$ cat src/rtl/conway_gen_ctrl.sv
// ============================================================================
// Module      : conway_gen_ctrl
// Description : Steps one Life generation across a double-banked row memory
//               using a three-row window that feeds a row of conway_cell units.
//               Optional macro CONWAY_WRAP_EN makes the column edges toroidal.
// Revision    : 1.0 - initial release
// ============================================================================
`default_nettype none

module conway_cell (
    input  logic [2:0] i_top,
    input  logic [2:0] i_mid,
    input  logic [2:0] i_bot,
    output logic       o_next
);
    logic [3:0] w_count;

    assign w_count = 4'(i_top[0]) + 4'(i_top[1]) + 4'(i_top[2])
                   + 4'(i_mid[0]) + 4'(i_mid[2])
                   + 4'(i_bot[0]) + 4'(i_bot[1]) + 4'(i_bot[2]);

    assign o_next = (w_count == 4'd3) || (i_mid[1] && (w_count == 4'd2));
endmodule

module conway_gen_ctrl #(
    parameter int WIDTH  = 32,
    parameter int HEIGHT = 24
) (
    input  logic                     clk,
    input  logic                     reset,
    input  logic                     start,
    output logic                     busy,
    output logic                     done,
    output logic                     bank,
    output logic [15:0]              gen_count,
    output logic                     rd_en,
    output logic [$clog2(HEIGHT):0]  rd_addr,
    input  logic [WIDTH-1:0]         rd_data,
    output logic                     wr_en,
    output logic [$clog2(HEIGHT):0]  wr_addr,
    output logic [WIDTH-1:0]         wr_data
);
    localparam int ROW_W = $clog2(HEIGHT);
    localparam logic [ROW_W:0]   c_height   = (ROW_W+1)'(HEIGHT);
    localparam logic [ROW_W-1:0] c_last_row = ROW_W'(HEIGHT - 1);

    typedef enum logic [2:0] {
        S_IDLE   = 3'd0,
        S_PRIME0 = 3'd1,
        S_PRIME1 = 3'd2,
        S_PRIME2 = 3'd3,
        S_PRIME3 = 3'd4,
        S_EMIT   = 3'd5,
        S_FILL   = 3'd6,
        S_DONE   = 3'd7
    } state_t;

    state_t               r_state;
    state_t               w_next_state;
    logic [WIDTH-1:0]     r_top;
    logic [WIDTH-1:0]     r_mid;
    logic [WIDTH-1:0]     r_bot;
    logic [ROW_W-1:0]     r_row;
    logic                 r_bank;
    logic [15:0]          r_gen_count;
    logic [ROW_W-1:0]     w_rd_row;
    logic [ROW_W:0]       w_row_p2;
    logic [ROW_W:0]       w_row_p2_wrap;
    logic [WIDTH+1:0]     w_top_ext;
    logic [WIDTH+1:0]     w_mid_ext;
    logic [WIDTH+1:0]     w_bot_ext;

    // One extra bit keeps r+2 exact before the modulo for non-power-of-two heights.
    assign w_row_p2      = {1'b0, r_row} + (ROW_W+1)'(2);
    assign w_row_p2_wrap = (w_row_p2 >= c_height) ? (w_row_p2 - c_height) : w_row_p2;

    always_ff @(posedge clk or posedge reset) begin
        if (reset) begin
            r_state <= S_IDLE;
        end else begin
            r_state <= w_next_state;
        end
    end

    always_comb begin
        w_next_state = r_state;
        busy         = (r_state != S_IDLE);
        done         = 1'b0;
        rd_en        = 1'b0;
        wr_en        = 1'b0;
        w_rd_row     = '0;
        case (r_state)
            S_IDLE: begin
                if (start) begin
                    w_next_state = S_PRIME0;
                end
            end
            S_PRIME0: begin
                rd_en        = 1'b1;
                w_rd_row     = c_last_row;
                w_next_state = S_PRIME1;
            end
            S_PRIME1: begin
                rd_en        = 1'b1;
                w_rd_row     = '0;
                w_next_state = S_PRIME2;
            end
            S_PRIME2: begin
                rd_en        = 1'b1;
                w_rd_row     = ROW_W'(1);
                w_next_state = S_PRIME3;
            end
            S_PRIME3: begin
                w_next_state = S_EMIT;
            end
            S_EMIT: begin
                wr_en = 1'b1;
                if (r_row != c_last_row) begin
                    rd_en        = 1'b1;
                    w_rd_row     = w_row_p2_wrap[ROW_W-1:0];
                    w_next_state = S_FILL;
                end else begin
                    w_next_state = S_DONE;
                end
            end
            S_FILL: begin
                w_next_state = S_EMIT;
            end
            S_DONE: begin
                done         = 1'b1;
                w_next_state = S_IDLE;
            end
            default: begin
                w_next_state = S_IDLE;
            end
        endcase
    end

    always_ff @(posedge clk or posedge reset) begin
        if (reset) begin
            r_top       <= '0;
            r_mid       <= '0;
            r_bot       <= '0;
            r_row       <= '0;
            r_bank      <= 1'b0;
            r_gen_count <= '0;
        end else begin
            case (r_state)
                S_PRIME1: r_top <= rd_data;
                S_PRIME2: r_mid <= rd_data;
                S_PRIME3: begin
                    r_bot <= rd_data;
                    r_row <= '0;
                end
                S_EMIT: begin
                    r_top <= r_mid;
                    r_mid <= r_bot;
                end
                S_FILL: begin
                    r_bot <= rd_data;
                    r_row <= r_row + ROW_W'(1);
                end
                S_DONE: begin
                    r_bank      <= ~r_bank;
                    r_gen_count <= r_gen_count + 16'd1;
                end
                default: ;
            endcase
        end
    end

    assign bank      = r_bank;
    assign gen_count = r_gen_count;
    assign rd_addr   = rd_en ? {r_bank, w_rd_row} : '0;
    assign wr_addr   = wr_en ? {~r_bank, r_row} : '0;

    // Bit k of each extended row holds column k-1, so cell j sees ext[j+2:j].
`ifdef CONWAY_WRAP_EN
    assign w_top_ext = {r_top[0], r_top, r_top[WIDTH-1]};
    assign w_mid_ext = {r_mid[0], r_mid, r_mid[WIDTH-1]};
    assign w_bot_ext = {r_bot[0], r_bot, r_bot[WIDTH-1]};
`else
    assign w_top_ext = {1'b0, r_top, 1'b0};
    assign w_mid_ext = {1'b0, r_mid, 1'b0};
    assign w_bot_ext = {1'b0, r_bot, 1'b0};
`endif

    generate
        for (genvar j = 0; j < WIDTH; j++) begin : g_cell
            conway_cell u_cell (
                .i_top  (w_top_ext[j+2:j]),
                .i_mid  (w_mid_ext[j+2:j]),
                .i_bot  (w_bot_ext[j+2:j]),
                .o_next (wr_data[j])
            );
        end
    endgenerate
endmodule

`default_nettype wire

$ cat config.mk
export PLATFORM = sky130hd
export DESIGN_NAME = conway_gen_ctrl
export DESIGN_NICKNAME = d
export VERILOG_FILES = /design/src/rtl/conway_gen_ctrl.sv
export SDC_FILE = /design/constraint.sdc
export NUM_CORES = 1
export LEC_CHECK = 0
export BUFFER_PORTS_ARGS = -buffer_cell sky130_fd_sc_hd__buf_4
export CAP_MARGIN = 20
export CORE_ASPECT_RATIO = 0.5
export CORE_MARGIN = 2
export CORE_UTILIZATION = 50
export CTS_BUF_LIST = sky130_fd_sc_hd__clkbuf_16
export CTS_CLUSTER_SIZE = 12
export DETAILED_ROUTE_END_ITERATION = 6
export HOLD_SLACK_MARGIN = 0.15
export PLACE_DENSITY_LB_ADDON = 0.12
export SLEW_MARGIN = 0
export SYNTH_ARGS = -nofsm -noshare
export SYNTH_HDL_FRONTEND = slang
export SYNTH_SLANG_ARGS = --single-unit
$ cat constraint.sdc
create_clock -name clk -period 6.35 [get_ports clk]
set_input_delay 0 -clock clk [delete_from_list [all_inputs] [get_ports clk]]
set_output_delay 0 -clock clk [all_outputs]
set_load 0.01 [all_outputs]
==> results of run 1 <==
-- cell usage after synthesis, drive strengths merged, types with 2 or more instances --
master   count  area [µm²]
a21oi       26         130
nand4        4        25.0
inv        310        1160
xnor2       15         131
nor3b        3        22.5
a2111oi     21         184
nor3        67         352
o21ai        5        25.0
fa         125        2500
nor2        48         185
a221o       32         320
clkbuf       9        33.8
ha         101        1260
nand3        9        50.1
dfrtp      121        3030
buf         60         400
a22oi       33         248
and3b        2        17.5
mux2        32         360
a21boi       2        15.0
xor2         4        35.0
nor2b       11        68.8
nand2       98         368
a31oi       10        62.6
and2         7        43.8
-- layer usage --
metal | track usage | share of wire | vias to the layer above
li1 | - | - | 3839
met1 | 0.270 | 0.47 | 3982
met2 | 0.361 | 0.49 | 109
met3 | 0.0354 | 0.030 | 18
met4 | 0.0451 | 0.0079 | 0
met5 | 0 | 0 | -
-- power by group through the flow --
stage / clock network, mW / logic (mW) / registers (mW)
3_5_place_dp: 0 / 0.932 / 0.862
3_3_place_gp: 0 / 0.873 / 0.861
5_1_grt: 0.965 / 1.11 / 0.854
4_1_cts: 0.929 / 0.959 / 0.848
2_1_floorplan: 0 / 0.738 / 0.847
6_report: 0.908 / 0.937 / 0.848
-- registers in the layout, indices dropped and copies added (netlist names) --
name and flops:
r_top 32, bank 1, r_row 5, gen_count 16
r_state 3, r_bot 32, r_mid 32
-- final cells by class --
type	count	area [µm²]
Fill cell	1951	8960
Multi-Input combinational cell	664	6490
Sequential cell	121	3030
Inverter	310	1170
Timing Repair Buffer	140	1160
Clock buffer	17	425
Tap cell	300	375
Clock inverter	15	120
-- stage by stage --
| step | setup WS, ns | utilization |
|---|---|---|
| global placement | 3.21 | 0.545 |
| CTS | 2.53 | 0.586 |
| detailed placement | 2.99 | 0.545 |
| floorplan | 3.14 | - |
| finish | 2.60 | 0.588 |
| global route | 2.34 | 0.588 |
-- cell families after synthesis --
group,count (synthesis),share of synthesized area
buf+inv,379,0.144
simple gates,255,0.106
fa+ha+maj,226,0.339
compound gates,131,0.0901
flops,121,0.273
mux,33,0.0333
xor+xnor,19,0.0150
-- worst paths after layout --
kind | start | endpoint | slack [ns] | depth (start not counted)
worst max-delay path | r_top[2] | wr_data[1] | 2.60 | 12
worst min-delay path | reset | r_bot[20] | 0.20 | 3
worst max register to register | r_state[2] | r_mid[27] | 3.73 | 6
worst min register to register | gen_count[15] | gen_count[15] | 0.48 | 1
max in group asynchronous | reset | r_mid[1] | 5.10 | 5
min in group clk | rd_data[0] | r_mid[0] | 0.37 | 4
-- worst register-to-register path, stage by stage, from the launching register on --
cell	delay, ns
dfrtp_1	0.69
and3b_1	0.24
buf_4	0.28
nor2_2	0.79
buf_4	0.40
nand2_1	0.10
nand2_1	0.07
==> run metrics, run 1 <==
status finished, final reports clean; CTS Hold Buffers Added 34; detailed-route DRC error count 0; RSZ-0062 raised after global routing no; CP Capture Type output pin; DRT Wirelength 22500 µm; Site Rows 38; antenna cell count 0; Main synth FF type dfrtp_1; via count 7948; Root Driver clkbuf_16; Layout area overhead 14.9%; TNS Setup 0 ns; Initial Util 0.511; Critical Path Max Stage Delay 0.51 ns; mapped cell area 11100 µm²; DRT antenna net count 0; Slew Limit Fails 0; layout cells sized above 1 0.137; EDFF count, synth 0; HPWL after DPL 17100 µm; initial antenna violation count 0; clock buffer depth 2; Cell Chain, Critical Path inv_1, fa_1, fa_1, fa_1, inv_1, ha_1, fa_1, inv_1, a2111oi_0, a21oi_1, nor4b_1, buf_4; core area 21700 µm²; CTS resizes 0; H-tree depth 4; number of port buffers 99; wire per inst 14.4 µm; synth warn 0; min Tclk post-route 3.75 ns; Worst Skew 0.0111 ns; Yosys reg bits 121; placed standard-cell area 11900 µm²; die height 109 µm; initial drt markers 322; largest fanout on the critical path 4; Max-Slew Margin vs Limit 0.370; TritonCTS clock tree yes; final worst-path cycle share 0.590; max cap viols 0; RePlAce Congestion 0.794; number of I/O pins 100; Design Area, Final 12800 µm²; dpl cells 1500; largest net degree at the start of global routing 80; Worst Setup Path Type flip-flop to output pin; Async SR Flop Fraction 1.00; FMAX 267 MHz; CP dominant cell by count fa_1; Post-Synthesis Cells 1164; Internal 1.81 mW; TritonCTS buffer count 17; Pwr Density 211 nW/µm²; combinational share of power 0.348; Clock Pin Slew Worst Setup and Hold Paths 0.06 ns; Worst-Margin Slew 0.943 ns; most frequent cells in the layout inv_1, fa_1, dfrtp_1; Netlist cell types 42; DR pass1 iterations 4; Hold WC Path Type input port to async pin; leak pwr 6.70 nW; worst path bufs/invs 4; clock power share 0.337; Post-CTS Setup Bufs 0; P_sw 882 µW; CTS Sinks 121; slowest CP cell fa_1; Non-Filler Instances 1567; sequential share of the synthesized area 0.273; die area 23500 µm²; vias per inst 5.07; Net Sw Frac 0.328; Remaining Overflow, GRT 0; Power, Total 2.69 mW; most common cell after layout, fill and taps aside inv_1; Critical Path Source Type flip-flop; worst endpoint required time 6.35 ns; Crit path arrival time 3.75 ns; worst vdd ir 0.200 mV; mean post-synth cell area 9.54 µm²; WHS 0.199 ns; final hold violations 0; chip width 215 µm; Flop pwr share 0.315; global-route wire length before repair 38800 µm; Worst-Skew Late Latency 0.42 ns; Post-Syn Nets 1425; vias in the first global route 8219; CP delay by family, top adder cells; # setup viols final 0; Total GRT Usage 0.205; nets@finish 1515
(Power assumes the default switching activity.)
==> run 2: changes to the inputs <==
==> constraint.sdc (replaced) <==
create_clock -name clk -period 3 [get_ports clk]
set_input_delay 0 -clock clk [delete_from_list [all_inputs] [get_ports clk]]
set_output_delay 0 -clock clk [all_outputs]
set_load 0.01 [all_outputs]
==> run 2 against run 1 <==
Against the previous run: the run now ends with setup timing left; clock skew up 0.00069 ns; final cell count increased by 4.3%; combinational power rose to 2.9 times the previous value; sequential cell count stayed put; global-route usage is 1.2 points higher; clock-buffer cell count is the same; die area did not move; largest power group unchanged.
==> run metrics, run 2 (same netlist as run 1, synthesis figures left out) <==
status finished with violations; failing checks setup timing; Worst Skew 0.0118 ns (+0.000689 ns); Pwr Density 448 nW/µm² (+110%); Root Driver clkbuf_16; TritonCTS clock tree yes; most common cell after layout, fill and taps aside inv_1; Layout area overhead 26.8%; nets@finish 1585 (+4.6%); Worst-Margin Slew 0.778 ns (-0.165 ns); CTS Sinks 121 (unchanged); detailed-route DRC error count 0 (unchanged); Clock Pin Slew Worst Setup and Hold Paths 0.06 ns (about the same); max cap viols 0 (unchanged); Cell Chain, Critical Path buf_6, ha_1, inv_2, fa_1, fa_1, inv_1, fa_2, inv_2, fa_2, a2111oi_4, a21oi_1, nor3_1, buf_4; FMAX 281 MHz; global-route wire length before repair 41200 µm (+6.2%); Initial Util 0.511 (unchanged); most frequent cells in the layout inv_1, buf_4, dfrtp_1; number of I/O pins 100 (unchanged); initial drt markers 390 (+21%); final worst-path cycle share 1.19; Multi-input gate area 7260 µm² (+12%); antenna cell count 0 (unchanged); DRT antenna net count 0 (unchanged); TritonCTS buffer count 17 (unchanged); final worst slack -0.563 ns (-3.16 ns); die area 23500 µm² (unchanged); vias per inst 5.09 (+0.28%); fillers 1780 (-8.8%); RePlAce Congestion 0.805 (+1.3%); largest net degree at the start of global routing 48 (-40%); Hold WC Path Type input port to async pin; Site Rows 38 (unchanged); worst path bufs/invs 5 (+1); fin util 0.648 (+0.0606); Remaining Overflow, GRT 0 (unchanged); Total GRT Usage 0.217 (+0.0119); via count 8316 (+4.6%); Top Registers r_bot (32), r_mid (32), r_top (32); # setup viols final 30 (+30); die height 109 µm (unchanged); chip width 215 µm (unchanged); layout cells sized above 1 0.319 (+0.183); initial antenna violation count 0 (unchanged); vias in the first global route 8725 (+6.2%); worst endpoint required time 3.00 ns (-3.35 ns); min Tclk post-route 3.56 ns; Worst Setup Path Type flip-flop to output pin; H-tree depth 4 (unchanged); wire per inst 14.8 µm (+3.2%); Slew Limit Fails 0 (unchanged); Critical Path Source Type flip-flop; RSZ-0062 raised after global routing yes; final hold violations 0 (unchanged); CP Capture Type output pin; CP delay by family, top adder cells; core area 21700 µm² (unchanged); Crit path arrival time 3.56 ns (-0.19 ns); HPWL after DPL 17900 µm (+4.8%); Max-Slew Margin vs Limit 0.481 (+0.110); DRT Wirelength 24300 µm (+7.6%); register area 3030 µm² (about the same); largest fanout on the critical path 2 (-2); slowest CP cell fa_1; Worst-Skew Late Latency 0.41 ns (about the same); number of port buffers 99 (unchanged); clock buffer depth 2 (unchanged); DR pass1 iterations 5 (+1); worst vdd ir 0.370 mV (+85%); Critical Path Max Stage Delay 0.50 ns (about the same); Place WS -0.253 ns (-3.25 ns); leak pwr 6.98 nW (+4.2%)
[run 2: changes by cell type in the layout (fill, tap and decap cells not counted), moves of 17 or more]
cell       before  now
a2111oi_0      21    0
a2111oi_4       0   17
buf_4         105  165
fa_1          125   66
fa_2            0   59
inv_1         312  252
inv_2           1   59
nor3_1         65   45
nor3_2          0   20
[run 2: routing by layer]
metal | GRT usage | vias to the layer above | share of wire
met4 | 0.0392 | 0 | 0.011
met2 | 0.388 | 136 | 0.50
met1 | 0.282 | 4173 | 0.46
met3 | 0.0415 | 26 | 0.031
met5 | 0 | - | 0
li1 | - | 3981 | -
[run 2: layout make-up]
cell class | count | area share
multi-input combinational | 664 | 0.516
tap | 300 | 0.0267
sequential | 121 | 0.215
clock buffer | 17 | 0.0302
inverter | 310 | 0.0829
timing repair buffer | 210 | 0.123
clock inverter | 13 | 0.00649
[run 2: what timing repair did]
action	4_1_cts	5_1_grt
hold buffers	34	0
setup endpoints to repair	30	30
endpoints found under the hold margin	137	0
buffers inserted	10	9
gates resized for setup	150	71
pin swaps	44	26
[run 2: where the power goes]
part | leakage, nW | internal, mW | switching (mW)
Sequential | 1.44 | 1.70 | 0.0707
Combinational | 5.29 | 1.31 | 1.40
Clock | 0.255 | 1.10 | 0.726
Total | 6.98 | 4.12 | 2.19
[run 2: worst reg2reg max path, delay by kind of cell, from the launching register on]
| family | cells | cell delay (ns) |
|---|---|---|
| buffers and inverters | 1 | 0.42 |
| and+or+nand+nor | 4 | 1.24 |
| DFF | 1 | 0.58 |
[run 2: path summary, 6_finish.rpt]
check | from | endpoint | slack, ns | depth (start not counted)
setup / recovery | r_top[8] | wr_data[8] | -0.56 | 13
hold reg to reg | gen_count[15] | gen_count[15] | 0.49 | 1
min in group clk | rd_data[7] | r_mid[7] | 0.37 | 4
max in group asynchronous | reset | r_top[4] | 1.92 | 5
hold / removal | reset | r_bot[22] | 0.17 | 3
setup reg to reg | r_state[2] | r_mid[27] | 0.70 | 5
[run 2: through the flow]
stage	area (µm²)	hold slack (ns)	TNS, ns	std cells	power (mW)
detailed placement	12300	0.246	-2.30	1551	3.92
finish	14100	0.175	-11.18	1635	6.31
floorplan	11100	0.128	-0.00708	1164	3.38
global placement	12300	0.235	-0.542	1551	3.77
CTS	13700	0.360	-11.92	1625	6.15
global route	14100	0.187	-15.45	1635	6.79
==> run 3: changes to the inputs <==
--- a/config.mk
+++ b/config.mk
@@ -7,9 +7,11 @@
 export LEC_CHECK = 0
 export BUFFER_PORTS_ARGS = -buffer_cell sky130_fd_sc_hd__buf_4
 export CAP_MARGIN = 20
+export CELL_PAD_IN_SITES_DETAIL_PLACEMENT = 0
+export CELL_PAD_IN_SITES_GLOBAL_PLACEMENT = 1
 export CORE_ASPECT_RATIO = 0.5
 export CORE_MARGIN = 2
-export CORE_UTILIZATION = 50
+export CORE_UTILIZATION = 43
 export CTS_BUF_LIST = sky130_fd_sc_hd__clkbuf_16
 export CTS_CLUSTER_SIZE = 12
 export DETAILED_ROUTE_END_ITERATION = 6
==> run 3 against run 2 <==
Against the previous run: the run still ends with setup timing left; setup slack gained 0.11 ns; cell area up 0.29%; core utilization down 9.0 points; first-iteration DRC count down 14%; power up 1.3%; clock power grew 6%; final cell count grew 2.7%; register-to-register slack hardly changed; clock skew barely moved; hold slack improved by 0.061 ns.
==> run metrics, run 3 (same netlist as run 1, synthesis figures left out) <==
status finished with violations; failing checks setup timing; final worst-path cycle share 1.15 (-0.0353); number of port buffers 99 (unchanged); Worst Setup Path Type flip-flop to output pin; detailed-route DRC error count 0 (unchanged); CP Capture Type output pin; WHS 0.236 ns (+0.0614 ns); TritonCTS buffer count 17 (unchanged); via count 8197 (-1.4%); CP dominant cell by count inv_2; Hold WC Path Type input port to async pin; antenna cell count 0 (unchanged); DRT Wirelength 24700 µm (+2.0%); largest net degree at the start of global routing 66 (+38%); DR pass1 iterations 4 (-1); DRT antenna net count 0 (unchanged); clock buffer depth 2 (unchanged); core area 25300 µm² (+16%); final hold violations 0 (unchanged); Worst Skew 0.0120 ns (+0.000157 ns); initial drt markers 337 (-14%); final worst slack -0.457 ns (+0.106 ns); Max-Slew Margin vs Limit 0.457 (-0.0234); Critical Path Max Stage Delay 0.52 ns (+0.02 ns); Internal 4.19 mW (+1.8%); vias per inst 4.88 (-4.0%); Place WS -0.218 ns (+0.0350 ns); min Tclk post-route 3.46 ns (-0.106 ns); P_sw 2.20 mW (+0.33%); H-tree depth 4 (unchanged); # setup viols final 30 (unchanged); layout cells sized above 1 0.316 (-0.00300); worst vdd ir 0.352 mV (-5.0%); dpl cells 1593 (+2.7%); chip width 231 µm (+7.7%); Crit path arrival time 3.46 ns (-0.10 ns); clock power share 0.303 (+0.013); most frequent cells in the layout inv_1, buf_4, dfrtp_1; die area 27200 µm² (+16%); max cap viols 0 (unchanged); RePlAce Congestion 0.760 (-5.6%); global-route wire length before repair 42700 µm (+3.7%); most common cell after layout, fill and taps aside inv_1; RSZ-0062 raised after global routing yes; Total GRT Usage 0.193 (-0.0245); vias in the first global route 8831 (+1.2%); Cell Chain, Critical Path inv_2, fa_1, fa_2, fa_1, inv_2, ha_4, fa_2, inv_2, a21oi_2, nor4b_2, buf_4; Clock Pin Slew Worst Setup and Hold Paths 0.06 ns (about the same); Top Registers r_bot (32), r_mid (32), r_top (32); Flop pwr share 0.277 (-0.004); CTS Sinks 121 (unchanged); HPWL after DPL 18200 µm (+1.6%); Worst-Skew Late Latency 0.41 ns (about the same); Critical Path Source Type flip-flop; Slew Limit Fails 0 (unchanged); Worst-Margin Slew 0.813 ns (+0.0351 ns); worst endpoint required time 3.00 ns (about the same); wire per inst 14.7 µm (-0.69%); number of I/O pins 100 (unchanged); leak pwr 7.01 nW (+0.33%); Site Rows 41 (+7.9%); Root Driver clkbuf_16; largest fanout on the critical path 3 (+1); Non-Filler Instances 1679 (+2.7%); TritonCTS clock tree yes; die height 118 µm (+7.5%); Pwr Density 453 nW/µm² (+1.0%); Layout area overhead 27.1%; slowest CP cell fa_1; Initial Util 0.439 (-0.0720); nets@finish 1584 (-0.063%); Net Sw Frac 0.344 (-0.00337); FMAX 289 MHz (+3.1%); initial antenna violation count 0 (unchanged); Remaining Overflow, GRT 0 (unchanged); combinational share of power 0.420 (-0.009); fillers 2275 (+28%)
-- run 3: worst max-delay path, delay by kind of cell (launching register included) --
family          cells  cell delay (ns)
fa+ha+maj           5             1.95
flops               1             0.39
buf+inv             4             0.36
simple gates        1             0.28
compound gates      1             0.06
-- run 3: power groups by stage --
stage                     combinational, mW  clock, mW  sequential, mW
after floorplan                        1.59          0            1.79
after global placement                 1.99          0            1.80
after detailed placement               2.09          0            1.80
after CTS                              2.52       1.97            1.77
after global routing                   3.05       2.06            1.78
final                                  2.69       1.94            1.77
-- run 3: routing by layer --
metal,global-route usage,part of all wire,vias up
li1,-,-,3980
met1,0.258,0.47,4084
met2,0.331,0.49,113
met3,0.0363,0.034,20
met4,0.0294,0.0072,0
met5,0,0,-
-- run 3: path summary, 6_finish.rpt --
kind	slack, ns	start	end	cells past startpoint
setup / recovery	-0.46	r_top[2]	wr_data[1]	11
hold / removal	0.24	reset	r_bot[18]	3
setup reg to reg	0.69	r_state[2]	r_mid[19]	5
hold reg to reg	0.48	gen_count[15]	gen_count[15]	1
max in group asynchronous	1.92	reset	r_mid[9]	4
min in group clk	0.36	rd_data[0]	r_mid[0]	4
-- run 3: timing repair --
action / CTS / global route
setup endpoints to repair: 30 / 31
gates resized for setup: 161 / 56
hold buffers: 34 / 0
setup buffers: 13 / 8
pin swaps: 45 / 23
hold endpoints to repair: 121 / 0
-- run 3: final cells by class --
cell class / count / area [µm²] / area share
clock buffers: 17 / 425 / 0.0301
repair buffers: 209 / 1690 / 0.120
clock inverters: 14 / 118 / 0.00833
flip-flops and latches: 121 / 3030 / 0.214
inverters: 310 / 1170 / 0.0827
multi-input cells: 664 / 7260 / 0.514
well taps: 344 / 430 / 0.0305
-- run 3: per-stage QoR --
stage               area (µm²)   TNS, ns  power [mW]  utilization
floorplan                11100  -0.00708        3.38            -
global placement         12300    -0.729        3.78        0.487
detailed placement       12300     -1.92        3.89        0.487
CTS                      13800    -11.50        6.26        0.545
global route             14100    -15.18        6.90        0.558
finish                   14100    -10.81        6.39        0.558
